===== src/rtl/dp_pkg.sv =====
// Shared types for datapath_pmc: control word, ALU function codes, FSM states.
// Register-address fields are sized for the widest supported register file.
package dp_pkg;

  localparam int DP_RA_MAX = 8;

  localparam logic [2:0] FS_AND  = 3'b000;
  localparam logic [2:0] FS_OR   = 3'b001;
  localparam logic [2:0] FS_ADD  = 3'b010;
  localparam logic [2:0] FS_SUB  = 3'b011;
  localparam logic [2:0] FS_SHL  = 3'b100;
  localparam logic [2:0] FS_SHR  = 3'b101;
  localparam logic [2:0] FS_XOR  = 3'b110;
  localparam logic [2:0] FS_PASS = 3'b111;

  typedef struct packed {
    logic                 sl;
    logic                 il;
    logic                 pcl;
    logic                 mr;
    logic                 mw;
    logic                 b_sel;
    logic                 a_sel;
    logic                 en_alu;
    logic                 ci;
    logic [2:0]           fs;
    logic                 w;
    logic [DP_RA_MAX-1:0] sb;
    logic [DP_RA_MAX-1:0] sa;
    logic [DP_RA_MAX-1:0] da;
  } cw_t;

  typedef enum logic {
    ST_IDLE = 1'b0,
    ST_MEM  = 1'b1
  } state_t;

endpackage


===== src/rtl/dp_alu.sv =====
// Combinational W-bit ALU; carry and overflow are produced only by add/subtract.
module dp_alu
  import dp_pkg::*;
#(
  parameter int W = 8
) (
  input  logic [W-1:0] a_i,
  input  logic [W-1:0] b_i,
  input  logic [2:0]   fs_i,
  input  logic         ci_i,
  input  logic         en_i,
  output logic [W-1:0] res_o,
  output logic         c_o,
  output logic         v_o
);
  localparam int SH = $clog2(W);

  logic [W:0]   sum_s;
  logic [W-1:0] bx_s;

  // Subtraction reuses the adder with the B operand inverted.
  always_comb begin
    bx_s  = (fs_i == FS_SUB) ? ~b_i : b_i;
    sum_s = {1'b0, a_i} + {1'b0, bx_s} + {{W{1'b0}}, ci_i};
    res_o = '0;
    c_o   = 1'b0;
    v_o   = 1'b0;
    if (en_i) begin
      case (fs_i)
        FS_AND:  res_o = a_i & b_i;
        FS_OR:   res_o = a_i | b_i;
        FS_ADD, FS_SUB: begin
          res_o = sum_s[W-1:0];
          c_o   = sum_s[W];
          v_o   = (a_i[W-1] == bx_s[W-1]) && (sum_s[W-1] != a_i[W-1]);
        end
        FS_SHL:  res_o = a_i << b_i[SH-1:0];
        FS_SHR:  res_o = a_i >> b_i[SH-1:0];
        FS_XOR:  res_o = a_i ^ b_i;
        default: res_o = a_i;
      endcase
    end else begin
      res_o = '0;
    end
  end

endmodule


===== src/rtl/datapath_pmc.sv =====
// Microcoded datapath: register file, PC, IR, NZCV and a two-state memory FSM.
// Optional DATAPATH_PMC_DEBUG_EN exposes the register file on dbg_regs.
module datapath_pmc
  import dp_pkg::*;
#(
  parameter int W    = 8,
  parameter int NREG = 8
) (
  input  logic             clk,
  input  logic             rst,
  input  cw_t              cw,
  input  logic             cw_valid,
  output logic             cw_ready,
  input  logic [W-1:0]     K,
  output logic             mem_req,
  output logic             mem_we,
  output logic [W-1:0]     mem_addr,
  output logic [W-1:0]     mem_wdata,
  input  logic [W-1:0]     mem_rdata,
  input  logic             mem_ack,
  output logic [W-1:0]     I,
  output logic [W-1:0]     pc,
`ifdef DATAPATH_PMC_DEBUG_EN
  output logic [NREG*W-1:0] dbg_regs,
`endif
  output logic [3:0]       alu_status
);
  localparam int RA = $clog2(NREG);

  logic [W-1:0]  regs_q [NREG];
  state_t        state_q;
  logic [W-1:0]  pc_q, ir_q, mem_addr_q, mem_wdata_q;
  logic [3:0]    status_q;
  logic          cw_ready_q, mem_req_q, mem_we_q;
  logic          op_il_q, op_pcl_q, op_ld_q;
  logic [RA-1:0] op_da_q;

  logic          sa_ok_s, sb_ok_s, da_ok_s, accept_s, mem_op_s;
  logic [W-1:0]  ra_s, rb_s, a_s, b_s, res_s, rf_wd_s;
  logic          c_s, v_s, rf_we_s;
  logic [RA-1:0] rf_wa_s;

  // Out-of-range register addresses read as zero and never write.
  always_comb begin
    sa_ok_s  = int'(cw.sa) < NREG;
    sb_ok_s  = int'(cw.sb) < NREG;
    da_ok_s  = int'(cw.da) < NREG;
    ra_s     = sa_ok_s ? regs_q[cw.sa[RA-1:0]] : '0;
    rb_s     = sb_ok_s ? regs_q[cw.sb[RA-1:0]] : '0;
    a_s      = cw.a_sel ? pc_q : ra_s;
    b_s      = cw.b_sel ? K : rb_s;
    accept_s = cw_valid & cw_ready_q;
    mem_op_s = cw.mr | cw.mw | cw.il;
  end

  dp_alu #(.W(W)) u_alu (
    .a_i  (a_s),
    .b_i  (b_s),
    .fs_i (cw.fs),
    .ci_i (cw.ci),
    .en_i (cw.en_alu),
    .res_o(res_s),
    .c_o  (c_s),
    .v_o  (v_s)
  );

  // Register-file write port: ALU result on acceptance, load data on ack.
  always_comb begin
    rf_we_s = 1'b0;
    rf_wa_s = cw.da[RA-1:0];
    rf_wd_s = res_s;
    if (state_q == ST_MEM) begin
      rf_we_s = mem_ack & op_ld_q;
      rf_wa_s = op_da_q;
      rf_wd_s = mem_rdata;
    end else begin
      rf_we_s = accept_s & ~mem_op_s & cw.w & da_ok_s;
    end
  end

  // Register file storage.
  always_ff @(posedge clk) begin
    if (rst) begin
      for (int i = 0; i < NREG; i++) regs_q[i] <= '0;
    end else if (rf_we_s) begin
      regs_q[rf_wa_s] <= rf_wd_s;
    end
  end

  // Control FSM with PC, IR, status and registered memory interface.
  always_ff @(posedge clk) begin
    if (rst) begin
      state_q     <= ST_IDLE;
      pc_q        <= '0;
      ir_q        <= '0;
      status_q    <= 4'b0000;
      cw_ready_q  <= 1'b1;
      mem_req_q   <= 1'b0;
      mem_we_q    <= 1'b0;
      mem_addr_q  <= '0;
      mem_wdata_q <= '0;
      op_il_q     <= 1'b0;
      op_pcl_q    <= 1'b0;
      op_ld_q     <= 1'b0;
      op_da_q     <= '0;
    end else begin
      case (state_q)
        ST_IDLE: begin
          if (accept_s && mem_op_s) begin
            state_q     <= ST_MEM;
            cw_ready_q  <= 1'b0;
            mem_req_q   <= 1'b1;
            mem_we_q    <= cw.mw & ~cw.il;
            mem_addr_q  <= cw.il ? pc_q : b_s;
            mem_wdata_q <= ra_s;
            op_il_q     <= cw.il;
            op_pcl_q    <= cw.pcl;
            op_ld_q     <= cw.mr & ~cw.mw & ~cw.il & cw.w & da_ok_s;
            op_da_q     <= cw.da[RA-1:0];
          end else if (accept_s) begin
            if (cw.pcl) pc_q <= res_s;
            if (cw.sl) status_q <= {res_s[W-1], res_s == '0, c_s, v_s};
          end
        end
        ST_MEM: begin
          if (mem_ack) begin
            state_q    <= ST_IDLE;
            cw_ready_q <= 1'b1;
            mem_req_q  <= 1'b0;
            mem_we_q   <= 1'b0;
            if (op_il_q) begin
              ir_q <= mem_rdata;
              if (op_pcl_q) pc_q <= pc_q + {{(W-1){1'b0}}, 1'b1};
            end
          end
        end
        default: state_q <= ST_IDLE;
      endcase
    end
  end

  assign cw_ready   = cw_ready_q;
  assign mem_req    = mem_req_q;
  assign mem_we     = mem_we_q;
  assign mem_addr   = mem_addr_q;
  assign mem_wdata  = mem_wdata_q;
  assign I          = ir_q;
  assign pc         = pc_q;
  assign alu_status = status_q;

`ifdef DATAPATH_PMC_DEBUG_EN
  for (genvar g = 0; g < NREG; g++) begin : g_dbg
    assign dbg_regs[g*W +: W] = regs_q[g];
  end
`endif

endmodule


===== config.mk =====
export PLATFORM = sky130hd
export DESIGN_NAME = datapath_pmc
export DESIGN_NICKNAME = d
export VERILOG_FILES = /design/src/rtl/dp_pkg.sv /design/src/rtl/dp_alu.sv /design/src/rtl/datapath_pmc.sv
export SDC_FILE = /design/constraint.sdc
export NUM_CORES = 1
export LEC_CHECK = 0
export ABC_CLOCK_PERIOD_IN_PS = 10650
export CAP_MARGIN = 40
export CORE_MARGIN = 2
export CORE_UTILIZATION = 50
export CTS_BUF_LIST = sky130_fd_sc_hd__clkbuf_4 sky130_fd_sc_hd__clkbuf_8
export CTS_CLUSTER_SIZE = 24
export DETAILED_ROUTE_END_ITERATION = 7
export PLACE_DENSITY = 0.78
export SLEW_MARGIN = 30
export SYNTH_ARGS = -nofsm -noshare
export SYNTH_HDL_FRONTEND = slang
export SYNTH_SLANG_ARGS = --single-unit

===== constraint.sdc =====
create_clock -name clk -period 10.65 [get_ports clk]
set_input_delay 1.065 -clock clk [delete_from_list [all_inputs] [get_ports clk]]
set_output_delay 1.065 -clock clk [all_outputs]
set_load 0.05 [all_outputs]

-- Word-level counts from Yosys, hierarchy flattened
Memory sizes are Yosys's and may differ from the RTL's.
Cells that the tools add are included.
- equal/unequal tests: 15
- mux-type cells: 41
- magnitude comparators: 3
- shifts and indexed selects: 2
- $add $sub $neg: 3
- bitwise logic cells: 21
- reduce and logical (&&, ||, !) cells: 11
- operators by type and width (operator ; number):
    $mux W8 ; 15
    $pmux W8 S6 ; 1
    $lt A8 B4 Y1 const B ; 3
    $mux W1 ; 18
    $pmux W8 S2 ; 1
    $and A1 B1 Y1 ; 10
    $ne A2 B2 Y1 const B ; 5
    $add A8 B8 Y9 ; 1
    $add A9 B1 Y9 ; 1
    $eq A3 B3 Y1 const B ; 3
    $add A8 B1 Y8 const B ; 1
    $and A8 B8 Y8 ; 1
    $logic_not A8 Y1 ; 1
    $not A8 Y8 ; 1
    $or A8 B8 Y8 ; 1
    $pmux W1 S2 ; 4
    $reduce_or A8 Y1 ; 1
    $shl A8 B3 Y8 ; 1
    $shr A8 B3 Y8 ; 1
    $xor A8 B8 Y8 ; 1
    $eq A3 B2 Y1 const B ; 2
    $mux W3 ; 2
    $reduce_and A6 Y1 ; 1
    $not A1 Y1 ; 5
    11 further kinds ; 15
- memory bits (writable): 64
- memories kept: 1
- register bits after elaboration: 46
- output and inout bits: 39
- bits of input ports: 57
- word-level logic and storage cells: 110
- memories (memory ; words ; bits a word ; rd ports ; clocked after memory_dff ; wr ports ; line ; RTL):
    regs_q ; 8 ; 8 ; 2 ; 0 ; 8 ; datapath_pmc.sv:30 ; logic [W-1:0] regs_q [NREG];

-- Depth between registers and ports, before layout
Gate-level depths: netlist (run 1).
- word-level depth: 13
- gate-level depth with buffers: 18
- depth with buffers taken out: 15

-- Cells and area by module
Synthesis (run 1) repeated with hierarchy kept, for this count alone.
- cells, all modules: 734
- area total of the unflattened synthesis: 7189.4 um^2
- by module, submodules not included (module ; sequential area each (um^2) ; instances ; cells an instance ; area each (um^2)):
    datapath_pmc ; 2842.7 ; 1 ; 537 ; 5655.4
    dp_alu ; 0.0 ; 1 ; 197 ; 1534.0

-- Worst setup path before layout (run 1)
Ideal clock, no wire load.
- path type: input-to-reg
- from: input cw[31] in the netlist's numbering
- to: memory regs_q[2][4], data pin
- data arrival time: 4379 ps
- library setup time: 261 ps
- data required time: 10389 ps
- path slack: 6010 ps
- stages on the path: 17
- buffers on the path: 2
- cells stage by stage: buf_2 -> nor4_1 -> nand2_1 -> o31a_4 -> buf_4 -> xnor2_1 -> fa_1 -> fa_1 -> nor2b_1 -> o31a_1 -> a21oi_1 -> a211oi_1 -> a21o_1 -> o2111ai_1 -> o2111a_1 -> a21oi_4 -> nor2_1
- RTL lines (item ; line ; RTL):
    start: declaration ; datapath_pmc.sv:11 ; input cw_t cw,
    end: declaration ; datapath_pmc.sv:30 ;

==> flow_summary_export.csv, run 1 <==
group,metric,value,unit
clock_tree,postCtsSetupBuffers,0,
timing,hold_viol,0,
finish,syn_to_final_growth,16.9,%
drt,drt_wl_total,22500,µm
logic_synthesis,ys.flop_type,"edfxtp_1",
drt,via_per_inst,6.32,
drt,vias,6904,
global_route,gr-total-overflow,0,
clock_tree,htree_levels,3,
timing,setup_tns,0,ns
finish,drive_above_1_share,9.47,%
place,gp_congestion,0.969,
timing,setup_ws,5.13,ns
die,design.core.area,0.0146,mm²
finish,layout_common_cells,"118 x nor2_1, 98 x nand2_1, 92 x clkdlybuf4s50_1",
critical_path,crit_start,"cw[18]",
clock_tree,cts-resized-gates,0,
critical_path,critPathMaxFanout,12,
worst_hold_path,holdCritStartpoint,"mem_req",
timing,finalCritPeriodShare,51.8,%
critical_path,critPathRequiredTime,10.77,ns
drt,firstDrtPassIters,6,
logic_synthesis,yosysSeqAreaShare,37.9,%
clock_tree,clockBufferDepth,2,
logic_synthesis,async_flop_share,0,%
logic_synthesis,yosys.area.top_type,"edfxtp_1",
die,initial_core_util,51.4,%
place,hpwl,16200,µm
clock_tree,cts_hold_buf,0,
drt,drt.antenna.violating_nets,0,
timing,slew_headroom,40.8,%
drt,routedWlPerCell,20.6,µm
clock_tree,clk_pin_slew,0.10,ns
clock_tree,worstSkewPairLatency,0.39,ns
global_route,grt_max_degree,58,
logic_synthesis,synthCells,831,
pwr,total_power,0.932,mW
timing,finalClockSkew,0.0134,ns
flow_run,cap_violations,0,
clock_tree,cts_sinks,110,
critical_path,cp_data_arrival_time,5.63,ns
logic_synthesis,avgSynthCellArea,9.03,µm²
pwr,power.density,106,mW/mm²
finish,diodes,0,
place,dp_slack,4.85,ns
place,place_area,0.00855,mm²
pwr,p_leak,3.24,nW
timing,rsz0062_at_grt,"no",
global_route,antenna_found_initial,0,
finish,final_nets,987,
worst_hold_path,hold_path.class,"flip-flop to flip-flop",
logic_synthesis,yosysWarningCount,0,
clock_tree,cts-root-buf,"clkbuf_8",
die,io_pins,96,
logic_synthesis,synthTopCellsByArea,"edfxtp_1 26%, dfxtp_1 12%, mux2i_1 7.3%",
critical_path,setup.worst_path.end_class,"flip-flop",
place,portBuffers,95,
logic_synthesis,synth_seq_cells,110,
logic_synthesis,synth.top_cell.area_share,25.6,%
logic_synthesis,synth_edf_count,64,
global_route,grt_pass1_wl,34700,µm
timing,period_needed,5.52,ns
finish,final_cell_area,0.00877,mm²
critical_path,reg2reg_from,"regs_q[5][2]",
die,fp-row-count,44,
critical_path,cp_cell_sequence,"clkdlybuf4s50_1, or2_2, a211oi_1, o41a_1, inv_2, xnor2_1, ha_1, o21a_1, o31a_1, o21ai_0, a21oi_1, xor2_1, nand2_1, a31oi_1, mux2i_1, nor2_1",
die,fp.dieH,126,µm
drt,drc,0,
clock_tree,tritoncts,"done",
finish,layout_commonest_cell,"nor2_1",
critical_path,ff2ff_setup_slack,6.22,ns
global_route,grt_pass1_vias,6394,
drt,drt-initial-drc-count,967,
critical_path,crit_path_start_kind,"primary input",
timing,tightestPinTransition,0.878,ns
critical_path,crit_slowest_cell,"clkdlybuf4s50_1",
clock_tree,cts_buffers,9,
critical_path,path_class,"primary input to flip-flop",
die,dieArea,0.0160,mm²
pwr,irDropWorstVdd,0.0747,mV
die,die_x,126,µm
critical_path,slowest_delay,0.73,ns
logic_synthesis,synth.distinct_cells,88,
global_route,grt_usage,27.6,%
timing,clock.fmax,181,MHz
logic_synthesis,synth_area,0.00750,mm²
outcome,outcome,"completed",
timing,setup_viol_count_final,0,
logic_synthesis,syn-num-nets,915,
timing,slew_violations,0,
[through the flow]
stage                     hold WS, ns  instances  util, %
final                           0.458       1092     60.1
after global routing            0.488       1092     60.1
after CTS                       0.460       1088     59.9
after detailed placement        0.446       1072     58.6
after global placement          0.442       1069     58.3
after floorplan                 0.432        831        -
[final timing paths]
path,end,depth (start not counted)
setup / recovery,regs_q[2][7],16
hold / removal,mem_req,2
setup reg to reg,regs_q[2][7],15
hold reg to reg,mem_req,2
[routing by layer]
metal / global-route usage, % / vias to the layer above / part of all wire (%) / wire length [µm]
li1: - / 3175 / - / -
met1: 37.2 / 3235 / 39 / 8710
met2: 43.4 / 415 / 46 / 10400
met3: 4.18 / 79 / 11 / 2370
met4: 13.8 / 0 / 4.7 / 1050
met5: 0 / - / 0 / 0
[registers in the layout (all words and copies together) (netlist names)]
name        flops
I               8
op_ld_q         1
op_da_q         3
mem_wdata       8
op_pcl_q        1
cw_ready        1
pc              8
regs_q         64
mem_addr        8
op_il_q         1
state_q         1
mem_we          1
mem_req         1
alu_status      4
[synthesized netlist by cell type (3+ instances only)]
library cell    n
a22oi_1        12
o211ai_1        4
a31oi_1         7
and3_1          6
mux2_2          9
a21o_1          4
o31a_1          4
ha_1           25
nand2b_1       18
a22o_1          4
nor2_1        118
buf_2           8
buf_1           4
buf_6           4
a211oi_1       10
nor2b_1        12
o2111ai_1       3
nor4_1          6
o21a_1          8
o21ai_0        36
a21oi_1        54
nand2_1        98
nand4_1         5
o22ai_1         7
or2_2           5
clkbuf_1       34
inv_1          24
o2111a_1        3
mux4_2         10
or3_1           7
nand3_1        25
nand3b_1        4
nor3_1         12
dfxtp_1        46
edfxtp_1       64
xnor2_1        10
mux2i_1        55
o32ai_1         3
[where the power goes]
part / switching [mW] / leakage, nW / internal, mW
registers: 0.00959 / 1.03 / 0.461
logic: 0.125 / 2.11 / 0.0810
clock network: 0.144 / 0.0929 / 0.111
total: 0.279 / 3.24 / 0.653
[kinds of logic after synthesis]
logic type      synth area share, %
xor+xnor                       1.28
fa+ha+maj                      4.70
flops                          37.9
buf+inv                        4.87
compound gates                 18.6
mux                            12.5
simple gates                   20.1
[worst max-delay path: cells and delay by family]
kind / cells / cell delay (ns)
compound gates: 7 / 1.72
xor+xnor: 2 / 0.35
fa+ha+maj: 1 / 0.34
buf+inv: 2 / 0.92
mux: 1 / 0.57
simple gates: 3 / 0.65
[area by class of cell]
type	count	area (µm²)
fill	1236	5820
timing repair buffer	113	1090
clock inverter	6	61.3
multi-input combinational	640	4290
tap	184	230
sequential	110	2840
inverter	29	115
clock buffer	10	131
Note: power is estimated with default switching activity, not from simulation.
==> inputs of run 2 (changes only) <==
--- a/config.mk
+++ b/config.mk
@@ -5,14 +5,14 @@
 export SDC_FILE = /design/constraint.sdc
 export NUM_CORES = 1
 export LEC_CHECK = 0
-export ABC_CLOCK_PERIOD_IN_PS = 10650
+export ABC_CLOCK_PERIOD_IN_PS = 4900
 export CAP_MARGIN = 40
 export CORE_MARGIN = 2
 export CORE_UTILIZATION = 50
 export CTS_BUF_LIST = sky130_fd_sc_hd__clkbuf_4 sky130_fd_sc_hd__clkbuf_8
 export CTS_CLUSTER_SIZE = 24
 export DETAILED_ROUTE_END_ITERATION = 7
-export PLACE_DENSITY = 0.78
+export PLACE_DENSITY = 0.81
 export SLEW_MARGIN = 30
 export SYNTH_ARGS = -nofsm -noshare
 export SYNTH_HDL_FRONTEND = slang
==> constraint.sdc (replaced) <==
create_clock -name clk -period 4.9 [get_ports clk]
set_input_delay 0.49 -clock clk [delete_from_list [all_inputs] [get_ports clk]]
set_output_delay 0.49 -clock clk [all_outputs]
set_load 0.05 [all_outputs]
==> run 2 against run 1 <==
Sequential power up 120%. Die area unchanged. Cell count up 2.7%. Largest cell class unchanged.
==> flow_summary_export.csv, run 2 (synthesis results as in run 1) <==
group,metric,value,unit
global_route,gr-total-overflow,0,
timing,hold_slack,0.464,ns
critical_path,cp_data_arrival_time,4.65,ns
critical_path,crit_path_start_kind,"primary input",
drt,drt.antenna.violating_nets,0,
finish,fin_cells,1121,
die,fp.dieH,126,µm
clock_tree,cts_hold_buf,0,
drt,drt-initial-drc-count,928,
clock_tree,cts-root-buf,"clkbuf_8",
global_route,antenna_found_initial,0,
critical_path,crit_slowest_cell,"or4_4",
critical_path,critPathRequiredTime,5.03,ns
finish,top_register,"regs_q",
timing,slew_violations,0,
timing,slew_headroom,47.5,%
finish,syn_to_final_growth,20.3,%
timing,rsz0062_at_grt,"no",
finish,diodes,0,
pwr,power.density,235,mW/mm²
timing,setup_viol_count_final,0,
critical_path,cp_num_buf_inv,1,
die,dieArea,0.0160,mm²
die,die_x,126,µm
clock_tree,worstSkewPairLatency,0.40,ns
worst_hold_path,worstHoldPathCells,2,
critical_path,slowest_delay,0.57,ns
clock_tree,cts_sinks,110,
critical_path,r2r_cells,14,
pwr,total_power,2.12,mW
global_route,grt_pass1_vias,6769,
critical_path,path_delay_family,"compound AO/OA/AOI/OAI gates",
global_route,grt_usage,28.7,%
timing,setup_tns,0,ns
worst_hold_path,hold_path.class,"flip-flop to flip-flop",
die,fp-row-count,44,
drt,drt_wl_total,23100,µm
clock_tree,cts-resized-gates,0,
die,initial_core_util,51.4,%
flow_run,cap_violations,0,
clock_tree,clockBufferDepth,2,
drt,vias,7094,
place,dp.cells,1105,
finish,final_util,61.9,%
clock_tree,htree_levels,3,
drt,firstDrtPassIters,5,
critical_path,critPathMaxFanout,8,
critical_path,cp_cell_sequence,"clkdlybuf4s50_1, or4_4, nor2_1, a41oi_1, fa_1, fa_1, nor2b_1, o31a_1, a21oi_1, a211oi_1, a21o_1, o2111ai_1, o2111a_1, a21oi_4, nor2_1",
timing,finalCritPeriodShare,92.1,%
finish,drive_above_1_share,12.4,%
timing,hold_viol,0,
clock_tree,postCtsSetupBuffers,0,
pwr,p_leak,3.41,nW
critical_path,setup.worst_path.end_class,"flip-flop",
critical_path,path_class,"primary input to flip-flop",
timing,finalClockSkew,0.0156,ns
finish,final_nets,1016,
drt,drc,0,
clock_tree,cts_buffers,9,
finish,fillers,1188,
clock_tree,tritoncts,"done",
timing,period_needed,4.51,ns
drt,via_per_inst,6.33,
global_route,grt_max_degree,57,
pwr,irDropWorstVdd,0.183,mV
drt,routedWlPerCell,20.6,µm
place,hpwl,17000,µm
finish,layout_common_cells,"118 x nor2_1, 98 x nand2_1, 93 x clkdlybuf4s50_1",
die,design.core.area,0.0146,mm²
timing,tightestPinTransition,0.765,ns
global_route,grt_pass1_wl,36200,µm
timing,clock.fmax,222,MHz
outcome,outcome,"completed",
finish,largest_reg_flops,64,
finish,layout_commonest_cell,"nor2_1",
clock_tree,clk_pin_slew,0.10,ns
critical_path,cp_num_cells,15,
die,io_pins,96,
place,portBuffers,95,
place,gp_congestion,0.979,
-- run 2: layout make-up --
| class | instances | area [µm²] | area share [%] |
|---|---|---|---|
| multi-input cells | 640 | 4290 | 47.6 |
| flip-flops and latches | 110 | 2840 | 31.5 |
| repair buffers | 142 | 1320 | 14.6 |
| well taps | 184 | 230 | 2.55 |
| clock buffers | 9 | 124 | 1.37 |
| inverters | 29 | 115 | 1.28 |
| clock inverters | 7 | 103 | 1.14 |
-- run 2: per-layer routing --
layer | wire length (µm) | up-vias | global-route usage [%]
met2 | 10600 | 466 | 45.7
met4 | 791 | 0 | 10.9
met5 | 0 | - | 0
li1 | - | 3236 | -
met1 | 9260 | 3317 | 39.1
met3 | 2420 | 75 | 5.15
-- run 2: path summary, 6_finish.rpt --
check	startpoint	endpoint	slack (ns)
max	cw[15]	regs_q[4][4]	0.39
min	op_pcl_q	op_pcl_q	0.46
max reg2reg	regs_q[3][0]	regs_q[4][4]	0.80
min reg2reg	op_pcl_q	op_pcl_q	0.46
-- run 2: power by group --
group / total (mW) / switching [mW] / internal, mW / leakage (nW)
Combinational: 0.472 / 0.281 / 0.191 / 2.25
Sequential: 1.02 / 0.0216 / 1.00 / 1.03
Clock: 0.628 / 0.334 / 0.294 / 0.116
-- run 2: metrics by stage --
stage               worst slack, ns  area [µm²]
CTS                           0.455        9020
detailed placement           0.0498        8800
global placement              0.166        8790
floorplan                     0.835        7500
finish                        0.385        9020
global route                  0.201        9020
-- run 2: worst reg2reg max path: stages, from the launching register on --
cell and delay [ns]:
edfxtp_1 0.38, mux2i_1 0.10, a22oi_1 0.37, a41oi_1 0.38, fa_1 0.55, fa_1 0.44
nor2b_1 0.16, o31a_1 0.17, a21oi_1 0.05, a211oi_1 0.25, a21o_1 0.15, o2111ai_1 0.19
o2111a_1 0.34, a21oi_4 0.24, nor2_1 0.08
==> inputs of run 3 (changes only) <==
--- a/config.mk
+++ b/config.mk
@@ -13,6 +13,7 @@
 export CTS_CLUSTER_SIZE = 24
 export DETAILED_ROUTE_END_ITERATION = 7
 export PLACE_DENSITY = 0.81
+export SKIP_CTS_REPAIR_TIMING = 1
 export SLEW_MARGIN = 30
 export SYNTH_ARGS = -nofsm -noshare
 export SYNTH_HDL_FRONTEND = slang
==> results of run 3 <==
Same layout as run 2: the final DEF is identical, and so are final timing and power.
